==> config.mk <==
export PLATFORM = sky130hd
export DESIGN_NAME = mch_enc_frame_tx
export DESIGN_NICKNAME = d
export VERILOG_FILES = /design/src/rtl/mch_enc_frame_tx.sv
export SDC_FILE = /design/constraint.sdc
export NUM_CORES = 1
export LEC_CHECK = 0
export ABC_AREA = 0
export CORE_AREA = 2 2 92 94
export CTS_CLUSTER_DIAMETER = 120
export DETAILED_ROUTE_END_ITERATION = 8
export DIE_AREA = 0 0 94 96
export HOLD_SLACK_MARGIN = 0.06
export MAX_ROUTING_LAYER = met4
export PLACE_DENSITY = 0.64
export SLEW_MARGIN = 20
export SYNTH_ARGS = -nofsm -noshare
export SYNTH_HDL_FRONTEND = slang
export SYNTH_SLANG_ARGS = --single-unit
==> constraint.sdc <==
create_clock -name clk -period 3.55 [get_ports clk]
set_input_delay 0.8875 -clock clk [delete_from_list [all_inputs] [get_ports clk]]
set_output_delay 0.8875 -clock clk [all_outputs]
set_load 0.05 [all_outputs]
==> src/rtl/mch_enc_frame_tx.sv <==
// Manchester frame transmitter: serialises len DW-bit words (plus optional checksum)
// onto txsdo, one half-bit symbol per rising edge of pls_1m.
module mch_enc_frame_tx #(
    parameter int DW        = 8,
    parameter int MAX_WORDS = 16,
    parameter int LEN_W     = 5,
    parameter int MSB_FIRST = 1,
    parameter int MCH_POL   = 0,
    parameter int APPEND_CS = 1,
    parameter int IDLE_LVL  = 1
) (
    input  logic             clk,
    input  logic             rst,
    input  logic             pls_1m,
    input  logic             sync_done,
    input  logic             tx_abort,
    input  logic [LEN_W-1:0] frm_len,
    input  logic [DW-1:0]    p_data,
    output logic [LEN_W-1:0] d_sel,
    output logic             txsdo,
    output logic             busy,
    output logic             p2s_end
);

    localparam int               BW      = (DW > 1) ? $clog2(DW) : 1;
    localparam logic [LEN_W-1:0] MAXW    = LEN_W'(MAX_WORDS);
    localparam logic             IDLE_V  = (IDLE_LVL != 0);
    localparam logic             INV     = (MCH_POL == 0);
    localparam logic             HAS_CS  = (APPEND_CS != 0);
    localparam logic [BW-1:0]    LAST_BIT = BW'(DW - 1);

    typedef enum logic [1:0] {S_IDLE, S_FIRST_HALF, S_SECOND_HALF, S_FINISH} state_t;

    state_t           r_state, w_state_next;
    logic             r_pl0, r_pl1, r_sd0, r_sd1;
    logic [LEN_W-1:0] r_len, w_len_next;
    logic [LEN_W-1:0] r_widx, w_widx_next;
    logic [LEN_W-1:0] r_dsel, w_dsel_next;
    logic [BW-1:0]    r_bit, w_bit_next;
    logic [DW-1:0]    r_shift, w_shift_next;
    logic [DW-1:0]    r_cs, w_cs_next;
    logic             r_txsdo, w_txsdo_next;
    logic             r_busy, w_busy_next;
    logic             r_p2s_end, w_p2s_end_next;

    logic             w_tick, w_start, w_is_cs, w_head_cur, w_head_reg;
    logic [DW-1:0]    w_load, w_word;
    logic [LEN_W:0]   w_widx_inc, w_total;

    assign w_tick     = r_pl0 & ~r_pl1;
    assign w_start    = r_sd0 & ~r_sd1;
    assign w_is_cs    = HAS_CS && (r_widx == r_len);
    assign w_load     = w_is_cs ? r_cs : p_data;
    // At bit 0 the word is taken straight from the source so it goes out this tick
    assign w_word     = (r_bit == '0) ? w_load : r_shift;
    assign w_head_cur = (MSB_FIRST != 0) ? w_word[DW-1] : w_word[0];
    assign w_head_reg = (MSB_FIRST != 0) ? r_shift[DW-1] : r_shift[0];
    assign w_widx_inc = {1'b0, r_widx} + (LEN_W+1)'(1);
    assign w_total    = {1'b0, r_len} + (LEN_W+1)'(HAS_CS);

    always_ff @(posedge clk or negedge rst) begin
        if (!rst) begin
            r_state   <= S_IDLE;
            r_pl0     <= 1'b0;
            r_pl1     <= 1'b0;
            r_sd0     <= 1'b0;
            r_sd1     <= 1'b0;
            r_len     <= '0;
            r_widx    <= '0;
            r_dsel    <= '0;
            r_bit     <= '0;
            r_shift   <= '0;
            r_cs      <= '0;
            r_txsdo   <= IDLE_V;
            r_busy    <= 1'b0;
            r_p2s_end <= 1'b0;
        end else begin
            r_state   <= w_state_next;
            r_pl0     <= pls_1m;
            r_pl1     <= r_pl0;
            r_sd0     <= sync_done;
            r_sd1     <= r_sd0;
            r_len     <= w_len_next;
            r_widx    <= w_widx_next;
            r_dsel    <= w_dsel_next;
            r_bit     <= w_bit_next;
            r_shift   <= w_shift_next;
            r_cs      <= w_cs_next;
            r_txsdo   <= w_txsdo_next;
            r_busy    <= w_busy_next;
            r_p2s_end <= w_p2s_end_next;
        end
    end

    always_comb begin
        w_state_next   = r_state;
        w_len_next     = r_len;
        w_widx_next    = r_widx;
        w_dsel_next    = r_dsel;
        w_bit_next     = r_bit;
        w_shift_next   = r_shift;
        w_cs_next      = r_cs;
        w_txsdo_next   = r_txsdo;
        w_busy_next    = r_busy;
        w_p2s_end_next = 1'b0;

        if (r_state != S_IDLE && tx_abort) begin
            w_state_next = S_IDLE;
            w_txsdo_next = IDLE_V;
            w_busy_next  = 1'b0;
            w_dsel_next  = '0;
            w_bit_next   = '0;
        end else begin
            case (r_state)
                S_IDLE: begin
                    if (w_start && frm_len != '0) begin
                        w_len_next   = (frm_len > MAXW) ? MAXW : frm_len;
                        w_widx_next  = '0;
                        w_dsel_next  = '0;
                        w_bit_next   = '0;
                        w_cs_next    = '0;
                        w_busy_next  = 1'b1;
                        w_state_next = S_FIRST_HALF;
                    end
                end
                S_FIRST_HALF: begin
                    if (w_tick) begin
                        w_shift_next = w_word;
                        if (r_bit == '0 && !w_is_cs)
                            w_cs_next = r_cs + p_data;
                        w_txsdo_next = w_head_cur ^ INV;
                        w_state_next = S_SECOND_HALF;
                    end
                end
                S_SECOND_HALF: begin
                    if (w_tick) begin
                        w_txsdo_next = ~w_head_reg ^ INV;
                        w_shift_next = (MSB_FIRST != 0) ? (r_shift << 1) : (r_shift >> 1);
                        if (r_bit == LAST_BIT) begin
                            w_bit_next   = '0;
                            w_widx_next  = w_widx_inc[LEN_W-1:0];
                            w_dsel_next  = r_dsel + LEN_W'(1);
                            w_state_next = (w_widx_inc < w_total) ? S_FIRST_HALF : S_FINISH;
                        end else begin
                            w_bit_next   = r_bit + BW'(1);
                            w_state_next = S_FIRST_HALF;
                        end
                    end
                end
                S_FINISH: begin
                    if (w_tick) begin
                        w_txsdo_next   = IDLE_V;
                        w_busy_next    = 1'b0;
                        w_p2s_end_next = 1'b1;
                        w_dsel_next    = '0;
                        w_state_next   = S_IDLE;
                    end
                end
                default: w_state_next = S_IDLE;
            endcase
        end
    end

    assign d_sel   = r_dsel;
    assign txsdo   = r_txsdo;
    assign busy    = r_busy;
    assign p2s_end = r_p2s_end;

endmodule

# Word-level counts from Yosys, hierarchy flattened
# Cells that the tools add are included.
# W data, S select, Z words.
[word_totals]
output_inout_bits = 8
in_bits = 18
regBits = 43
wordCells = 113
[op_classes]
muxes = 44
n_reduce_logical = 25
order_cmp = 2
n_eq_ne = 16
n_addsub = 5
n_bitwise = 6
[op_table]
columns = ["cell", "count"]
rows = [
  ["$mux W8", 7],
  ["$mux W5", 8],
  ["$pmux W8 S2", 2],
  ["$reduce_and A5 Y1", 4],
  ["$ne A3 B3 Y1 const B", 5],
  ["$pmux W5 S3", 1],
  ["$mux W2", 7],
  ["$add A5 B1 Y6 const B", 2],
  ["$mux W3", 4],
  ["$ne A2 B2 Y1 const B", 6],
  ["$reduce_and A4 Y1", 3],
  ["$mux W1", 10],
  ["$pmux W5 S2", 1],
  ["$reduce_and A3 Y1", 3],
  ["$add A8 B8 Y8", 1],
  ["$pmux W2 S4", 1],
  ["$reduce_bool A2 Y1", 4],
  ["$reduce_bool A4 Y1", 2],
  ["$lt A6 B6 Y1", 1],
  ["$pmux W3 S2", 1],
  ["$reduce_bool A3 Y1", 2],
  ["$add A5 B1 Y5 const B", 1],
  ["$eq A5 B5 Y1", 1],
  ["$gt A5 B5 Y1 const B", 1],
  ["13 further kinds", 20],
]

# Logic depth before layout (Yosys ltp)
# Gate-level depths: netlist of the first run.
[depth]
word_depth = 7
ltp_mapped = 8

# Worst setup path before layout of the first run
# No wires, ideal clock.
[synth_path]
path_kind = "input -> register"
from = "input port p_data[0]"
to = "register r_cs[6]"
n_path_buf = 0
cell_stages = 7
setup_slack_ps = 1026
t_arrival_ps = 2395
path_cell_list = "ha_1 fa_1 a21o_1 a311o_1 a21oi_1 xor2_1 mux2i_1"
[synth_via]
elab_chain_len = 4
[synth_lines]
columns = ["item", "line", "text"]
rows = [
  ["start, declared", "18", "input logic [DW-1:0] p_data,"],
  ["$add A8 B8 Y8", "130", "w_cs_next = r_cs + p_data;"],
  ["$mux W8", "129", "if (r_bit == '0 && !w_is_cs)"],
  ["$mux W8", "127", "if (w_tick) begin"],
  ["$pmux W8 S2", "114", "case (r_state)"],
  ["end signal, assigned", "88", "r_cs <= w_cs_next;"],
  ["end, declared", "41", "logic [DW-1:0] r_cs, w_cs_next;"],
]
# No other way between the ends. The select of a mux whose other input is x is not followed.
# A chain may end at the register's enable or synchronous reset.

# Worst setup path after layout of the first run
# Same ends and word-level chain as after synthesis.

==> out/metrics.csv, run 1 <==
metric,value,unit
final_hold_viol_count,0,
synth_area_per_cell,9.70,um2
worstMarginPinSlew,0.962,ns
syn_nets,320,
yosysUniqueCellTypes,60,
synthArstFlopShare,1.00,
synthFlopType,dfrtp_1,
placementRows,33,
clock_sinks,43,
antenna_found_initial,0,
grt_pass1_wl,10200,um
crit_fanout,3,
p_leak,1.37,nW
ant_nets,0,
grtUsageTotal,0.146,
viasPerCell,5.25,
synthCells,282,
post_drt_wl_per_cell,14.3,um
synth_common_cells,"42 x dfrtp_1, 28 x nand2_1, 24 x o21ai_0",
layout.nets,346,
numCtsBuffers,5,
worstSetupPathType,primary input to flop,
post_cts_buffers,0,
start_kind,primary input,
fp.dieW,94,um
fin_skew,0.00874,ns
worstPathArrival,2.95,ns
clk_pin_slew,0.07,ns
vias,2174,
antennaDiodeCount,0,
grt_pass1_vias,2151,
ys_seq_area_frac,0.394,
syn2layout_area_growth,16.3,%
clockBufferDepth,2,
die-area,9020,um2
maxCapViolations,0,
irDropWorstVdd,220,uV
cts_tree,yes,
hp-class,flop to flop,
rsz0062_at_grt,no,
drc,0,
grt-ovfl-total,0,
synth_edf_count,0,
ys_top_cells_by_area,"dfrtp_1 38%, ha_1 8.7%, o21ai_0 4.4%, mux2i_1 4.0%, nand2_1 3.8%",
end_kind,flop,
io_buffers,25,
cts_max_level,2,
total_power,1.90,mW
dp_hpwl,4410,um
drt_iter0_markers,91,
power_density,598,nW/um2
grt_max_degree,44,
fp.dieH,96,um
period_needed,2.78,ns
final-setup-viol-count,0,
finalNonFillerCells,414,
core,8050,um2
setup_tns,0,ns
start_util,0.340,
maxSlewHeadroom,0.358,
netlist.area_leader.share,0.384,
syn_area,2740,um2
synth_most_common_cell,dfrtp_1,
status,finished clean,
globalplace.congestion,0.826,
cts_resized,0,
routed_wl,5900,um
yosys.area.top_type,dfrtp_1,
drive_above_1_share,0.0874,
ys_warn_count,0,
postCtsHoldBufs,0,
cts_root_buf,clkbuf_8,
finalCritPeriodShare,0.782,
synth-seq-cells,43,
max_freq,360,MHz
dr.pass1.iters,4,
worst_hold_slack,0.396,ns
drv_slew,0,
cp.required,3.72,ns
placedCellCount,406,
clock_latency,0.30,ns
io-pin-count,26,
## metrics by stage
stage                util  cell area (um2)  setup WS, ns
global placement    0.384             3090         0.477
detailed placement  0.384             3090         0.466
finish              0.395             3180         0.773
floorplan               -             2740          1.03
CTS                 0.395             3180         0.772
global route        0.395             3180         0.644
## sequential cells by signal (all words and copies together), names as in the netlist
register and cells:
txsdo 1, r_pl0 1, r_len 5, r_bit 3, r_cs 8, r_state 2, r_sd0 1, r_widx 5
p2s_end 1, r_pl1 1, r_sd1 1, d_sel 5, r_shift 8, busy 1
## layout by cell type (no fill, tap or decap), drive strengths merged, types with 3 or more instances in the layout
| master | count |
|---|---|
| nand3 | 18 |
| and3 | 8 |
| xnor2 | 8 |
| a21oi | 21 |
| nand2 | 28 |
| clkdlybuf4s50 | 24 |
| dfrtp | 42 |
| nor2 | 15 |
| a32o | 3 |
| clkbuf | 7 |
| a21o | 5 |
| inv | 8 |
| nor2b | 3 |
| nand2b | 6 |
| ha | 19 |
| xor2 | 6 |
| o21ai | 25 |
| a211oi | 3 |
| mux2i | 11 |
| o31ai | 3 |
| a22o | 3 |
| mux2 | 3 |
| buf | 3 |
| and2 | 3 |
## layout make-up
cell class / instances / area, um2
multi-input combinational: 223 / 1590
tap: 105 / 131
fill: 799 / 4870
inverter: 8 / 30.0
sequential: 43 / 1080
timing repair buffer: 27 / 260
clock inverter: 1 / 5.00
clock buffer: 7 / 86.3
## cell families (layout without fill, tap and decap cells)
logic type	after synthesis	count (layout)	synth area share
xor+xnor	14	14	0.0448
simple gates	95	95	0.187
buf+inv	16	43	0.0247
mux	14	14	0.0526
flops	43	43	0.394
fa+ha+maj	20	20	0.0942
compound gates	80	80	0.203
## final timing paths
kind                                          to  slack (ns)  cells past startpoint                 from
setup / recovery             r_cs[6]$_DFFE_PN0P_        0.77                      8            p_data[0]
min in group asynchronous  r_widx[2]$_DFFE_PN0P_        0.74                      1                  rst
hold / removal                   r_sd1$_DFF_PN0_        0.40                      0      r_sd0$_DFF_PN0_
max in group asynchronous       busy$_DFFE_PN0P_        2.21                      1                  rst
setup reg to reg             r_cs[6]$_DFFE_PN0P_        1.40                      7  r_cs[0]$_DFFE_PN0P_
hold reg to reg                  r_sd1$_DFF_PN0_        0.40                      0      r_sd0$_DFF_PN0_
## worst max-delay path, cell delays in order
cell,delay [ns]
clkdlybuf4s50_1,0.42
ha_1,0.26
fa_1,0.41
a21o_1,0.20
a311o_1,0.35
a21oi_1,0.17
xor2_1,0.16
mux2i_1,0.09
## report_power, final
part | leakage [nW] | internal [mW] | switching, mW | total, mW
Combinational | 0.759 | 0.373 | 0.458 | 0.831
Clock | 0.0482 | 0.157 | 0.165 | 0.322
Sequential | 0.563 | 0.616 | 0.134 | 0.750
Total | 1.37 | 1.15 | 0.757 | 1.90
## metal layers
metal	share of wire	GRT usage	up-vias
met4	0.016	0.0447	0
met5	0	-	-
met1	0.45	0.182	1038
met2	0.48	0.239	50
li1	-	-	1076
met3	0.048	0.0290	10
No activity file was read; power rests on OpenSTA's default activity.
==> inputs of run 2 (changes only) <==
Settings changed: PLACE_DENSITY 0.64 to 0.66.
Clock period 3.55 ns to 2.4 ns, I/O delays scaled along.
==> out/metrics.csv, run 2 (synthesis results as in run 1) <==
metric,value,unit,change
grt_max_degree,35,,-20%
power_frac_seq,0.376,,-0.018
viasPerCell,5.18,,-1.4%
numCtsBuffers,5,,unchanged
rsz0062_at_grt,no,,
die-area,9020,um2,unchanged
cts_max_level,2,,unchanged
power_density,865,nW/um2,+45%
globalplace.congestion,0.860,,+4.2%
clock_latency,0.29,ns,about the same
routed_wl,6210,um,+5.3%
io_buffers,25,,unchanged
fp.dieW,94,um,unchanged
met2_length,2990,um,+4.7%
antennaDiodeCount,0,,unchanged
top_layer_used,met4,,
drt_iter0_markers,84,,-7.7%
grt_pass1_wl,10700,um,+5.4%
fin_skew,0.00512,ns,-0.00362 ns
start_util,0.340,,unchanged
final_hold_viol_count,0,,unchanged
final-setup-viol-count,0,,unchanged
crit_start,p_data[0],,
crit_fanout,2,,-1
status,finished clean,,
worstSetupPathType,primary input to flop,,
ant_nets,0,,unchanged
clockBufferDepth,2,,unchanged
io-pin-count,26,,unchanged
irDropWorstVdd,346,uV,+57%
placed_area,3250,um2,+5.3%
maxSlewHeadroom,0.489,,+0.131
grt_pass1_vias,2254,,+4.8%
post_cts_buffers,0,,unchanged
hp-class,primary input to async pin,,
max_freq,439,MHz,
post_drt_wl_per_cell,14.3,um,+0.40%
worstMarginPinSlew,0.766,ns,-0.196 ns
fin_area,3350,um2,+5.2%
dp_hpwl,4720,um,+7.1%
p_leak,1.48,nW,+7.8%
wl_met3,215,um,-24%
vias,2248,,+3.4%
p_int,1.74,mW,+52%
cp.required,2.58,ns,-1.14 ns
start_kind,primary input,,
worst_hold_slack,0.373,ns,-0.0236 ns
dr.pass1.iters,4,,unchanged
grtUsageTotal,0.154,,+0.00867
grt-ovfl-total,0,,unchanged
maxCapViolations,0,,unchanged
antenna_found_initial,0,,unchanged
cts_root_buf,clkbuf_8,,
drc,0,,unchanged
drv_slew,0,,unchanged
total_power,2.89,mW,+52%
reg_top3,"r_cs (8), r_shift (8)",,
p_switching,1.15,mW,+53%
setup_tns,0,ns,unchanged
mostFrequentLayoutCells,"42 x dfrtp_1, 28 x nand2_1, 24 x o21ai_0, 24 x buf_4, 23 x clkdlybuf4s50_1",,
syn2layout_area_growth,22.3,%,
worstPathArrival,2.46,ns,-0.49 ns
cts_tree,yes,,
clock_sinks,43,,unchanged
p_clk_frac,0.150,,-0.019
final_common_cell,dfrtp_1,,
pwr-share-comb,0.474,,+0.037
drive_above_1_share,0.155,,+0.0676
wl_met1,2940,um,+9.8%
core,8050,um2,unchanged
clk_pin_slew,0.08,ns,about the same
placementRows,33,,unchanged
fillCellCount,796,,-0.38%
rr_startpoint,r_bit[0]$_DFFE_PN0P_,,
fin_util,0.416,,+0.0205
switching_share,0.399,,+0.00126
period_needed,2.28,ns,
layout.nets,368,,+6.4%
finalCritPeriodShare,0.950,,
fp.dieH,96,um,unchanged
end_kind,flop,,
## run 2: power by group through the flow
stage	sequential [mW]	combinational [mW]	clock [mW]
final	1.09	1.37	0.433
after global routing	1.12	1.54	0.476
after CTS	1.08	1.37	0.449
after detailed placement	1.10	1.36	0
after global placement	1.09	1.33	0
after floorplan	1.08	0.969	0
## run 2: area by class of cell
type                            count  area, um2  share of cell area
Multi-Input combinational cell    223       1610               0.480
Sequential cell                    43       1080               0.322
Inverter                            8       30.0             0.00898
Clock buffer                        6       72.6              0.0217
Tap cell                          105        131              0.0393
Timing Repair Buffer               49        428               0.128
## run 2: metal layers
| layer | track usage | vias up |
|---|---|---|
| met5 | - | - |
| met2 | 0.255 | 49 |
| li1 | - | 1128 |
| met3 | 0.0282 | 10 |
| met1 | 0.196 | 1061 |
| met4 | 0.0411 | 0 |
## run 2: what timing repair did
item | in CTS | in global routing
setup endpoints to repair | 1 | 2
pin swaps | 0 | 2
resized for setup | 2 | 3
hold buffers | 0 | 0
## run 2: worst paths after layout
path,endpoint,slack (ns),depth (start not counted)
setup / recovery,r_cs[6]$_DFFE_PN0P_,0.12,8
hold / removal,r_widx[1]$_DFFE_PN0P_,0.37,1
setup reg to reg,r_cs[3]$_DFFE_PN0P_,0.38,6
hold reg to reg,r_sd1$_DFF_PN0_,0.40,0
max in group asynchronous,r_cs[1]$_DFFE_PN0P_,1.39,2
min in group clk,r_sd1$_DFF_PN0_,0.40,0
## run 2: stage by stage
| stage | setup slack, ns | cells |
|---|---|---|
| detailed placement | -0.383 | 428 |
| CTS | 0.0147 | 434 |
| finish | 0.120 | 434 |
| global placement | -0.357 | 428 |
| global route | 0.0110 | 434 |
| floorplan | 0.163 | 282 |
## run 2: critical path, cell delays in order
cell and delay (ns):
clkdlybuf4s50_1 0.43, ha_2 0.21, fa_2 0.35, a21o_1 0.18, a311o_1 0.28, a21oi_2 0.15
xor2_1 0.16, mux2i_1 0.09
==> inputs of run 3 (changes only) <==
Settings changed: CORE_AREA 2 2 92 94 to 2 2 84 86, DIE_AREA 0 0 94 96 to 0 0 86 88, PLACE_DENSITY 0.66 to 0.75.
==> out/metrics.csv, run 3 (synthesis results as in run 1) <==
metric,value,unit,change
fin_area,3290,um2,-1.7%
final_common_cell,dfrtp_1,,
max_freq,429,MHz,-2.2%
core,6640,um2,-17%
finalCritPeriodShare,0.971,,+0.0212
cts_root_buf,clkbuf_8,,
final_hold_viol_count,0,,unchanged
dp_hpwl,4570,um,-3.1%
final-setup-viol-count,0,,unchanged
worstMarginPinSlew,0.564,ns,-0.202 ns
viasPerCell,5.68,,+9.6%
worstPathArrival,2.53,ns,+0.07 ns
grt_pass1_wl,10200,um,-4.8%
antenna_found_initial,0,,unchanged
ant_nets,0,,unchanged
drive_above_1_share,0.147,,-0.00823
dr.pass1.iters,4,,unchanged
maxCapViolations,0,,unchanged
fillCellCount,628,,-21%
r2r_setup_slack,0.37,ns,about the same
io_buffers,25,,unchanged
routed_wl,6150,um,-1.0%
cp_slowest_cell,clkdlybuf4s50_1,,
antennaDiodeCount,0,,unchanged
setup_slack,0.0686,ns,-0.0509 ns
grtUsageTotal,0.177,,+0.0228
fp.dieH,88,um,-8.3%
cp.required,2.60,ns,+0.02 ns
crit_fanout,2,,unchanged
globalplace.congestion,0.860,,unchanged
clock_latency,0.31,ns,+0.02 ns
status,finished clean,,
crit_path_cell_trace,clkdlybuf4s50_1 -> ha_2 -> fa_2 -> a21o_1 -> a311o_1 -> a21oi_2 -> xor2_1 -> mux2i_1,,
clk_pin_slew,0.09,ns,about the same
worst-r2r-cell-count,7,,+1
syn2layout_area_growth,20.3,%,
drt_iter0_markers,165,,+96%
numCtsBuffers,5,,unchanged
cts_max_level,2,,unchanged
io-pin-count,26,,unchanged
die-area,7570,um2,-16%
drc,0,,unchanged
vias,2310,,+2.8%
irDropWorstVdd,620,uV,+79%
grt_max_degree,44,,+26%
p_leak,1.46,nW,-1.1%
clockBufferDepth,2,,unchanged
mostFrequentLayoutCells,"42 x dfrtp_1, 28 x nand2_1, 24 x o21ai_0",,
post_drt_wl_per_cell,15.1,um,+5.5%
postCtsHoldBufs,0,,unchanged
cts_tree,yes,,
clock_sinks,43,,unchanged
rr_endpoint,d_sel[3]$_DFFE_PN0P_,,
start_util,0.412,,+0.0720
reg_top3,"r_cs (8), r_shift (8)",,
hp-class,primary input to async pin,,
drv_slew,0,,unchanged
fin_skew,0.0115,ns,+0.00635 ns
grt-ovfl-total,0,,unchanged
period_needed,2.33,ns,+0.0509 ns
worstSetupPathType,primary input to flop,,
fp.dieW,86,um,-8.5%
placed_area,3190,um2,-1.9%
end_kind,flop,,
slowest_delay,0.43,ns,about the same
grt_pass1_vias,2183,,-3.1%
rr_startpoint,r_bit[0]$_DFFE_PN0P_,,
maxSlewHeadroom,0.624,,+0.134
rsz0062_at_grt,yes,,
power_density,888,nW/um2,+2.7%
layout.nets,364,,-1.1%
placementRows,30,,-9.1%
start_kind,primary input,,
post_cts_buffers,0,,unchanged
dp_slack,-0.364,ns,+0.0193 ns
run 3: area by class of cell:
cell class	count	area, um2	area share
clock buffer	6	72.6	0.0221
clock inverter	2	12.5	0.00380
inverter	8	30.0	0.00913
multi-input combinational	223	1600	0.486
sequential	43	1080	0.328
tap	80	100	0.0304
timing repair buffer	45	398	0.121
run 3: stage by stage:
stage,setup TNS [ns],hold slack [ns],util,total power [mW],std cells
2_1_floorplan,0,0.304,-,2.05,282
3_3_place_gp,-0.757,0.367,0.481,2.39,399
3_5_place_dp,-0.909,0.390,0.481,2.44,399
4_1_cts,0,0.379,0.494,2.92,407
5_1_grt,-0.0220,0.414,0.495,3.14,407
6_report,0,0.362,0.495,2.92,407
run 3: routing by layer:
metal	vias to the layer above	track usage	wire [um]
li1	1123	-	-
met1	1124	0.236	2980
met2	55	0.271	2810
met3	8	0.0339	276
met4	0	0.0592	87
met5	-	-	0
run 3: worst max-delay path: cells and delay by family:
| kind | cells | cell delay [ns] |
|---|---|---|
| mux | 1 | 0.09 |
| xor+xnor | 1 | 0.16 |
| buf+inv | 1 | 0.43 |
| compound gates | 3 | 0.66 |
| fa+ha+maj | 2 | 0.59 |
run 3: what timing repair did:
action                     in CTS  in global routing
setup endpoints to repair       1                  3
resized for setup               1                  3
pin swaps                       0                  4
run 3: worst max path at each step:
stage | from | endpoint | slack [ns] | depth (start not counted)
2_1_floorplan | p_data[0] | r_cs[6]$_DFFE_PN0P_ | 0.16 | 7
3_3_place_gp | p_data[0] | r_cs[6]$_DFFE_PN0P_ | -0.33 | 8
3_5_place_dp | p_data[0] | r_cs[6]$_DFFE_PN0P_ | -0.36 | 8
4_1_cts | p_data[0] | r_cs[6]$_DFFE_PN0P_ | 0.02 | 8
5_1_grt | p_data[0] | r_cs[6]$_DFFE_PN0P_ | -0.02 | 8
6_report | p_data[0] | r_cs[6]$_DFFE_PN0P_ | 0.07 | 8
run 3: where the power goes:
part | switching, mW | internal (mW)
Sequential | 0.187 | 0.911
Combinational | 0.732 | 0.621
Clock | 0.265 | 0.204
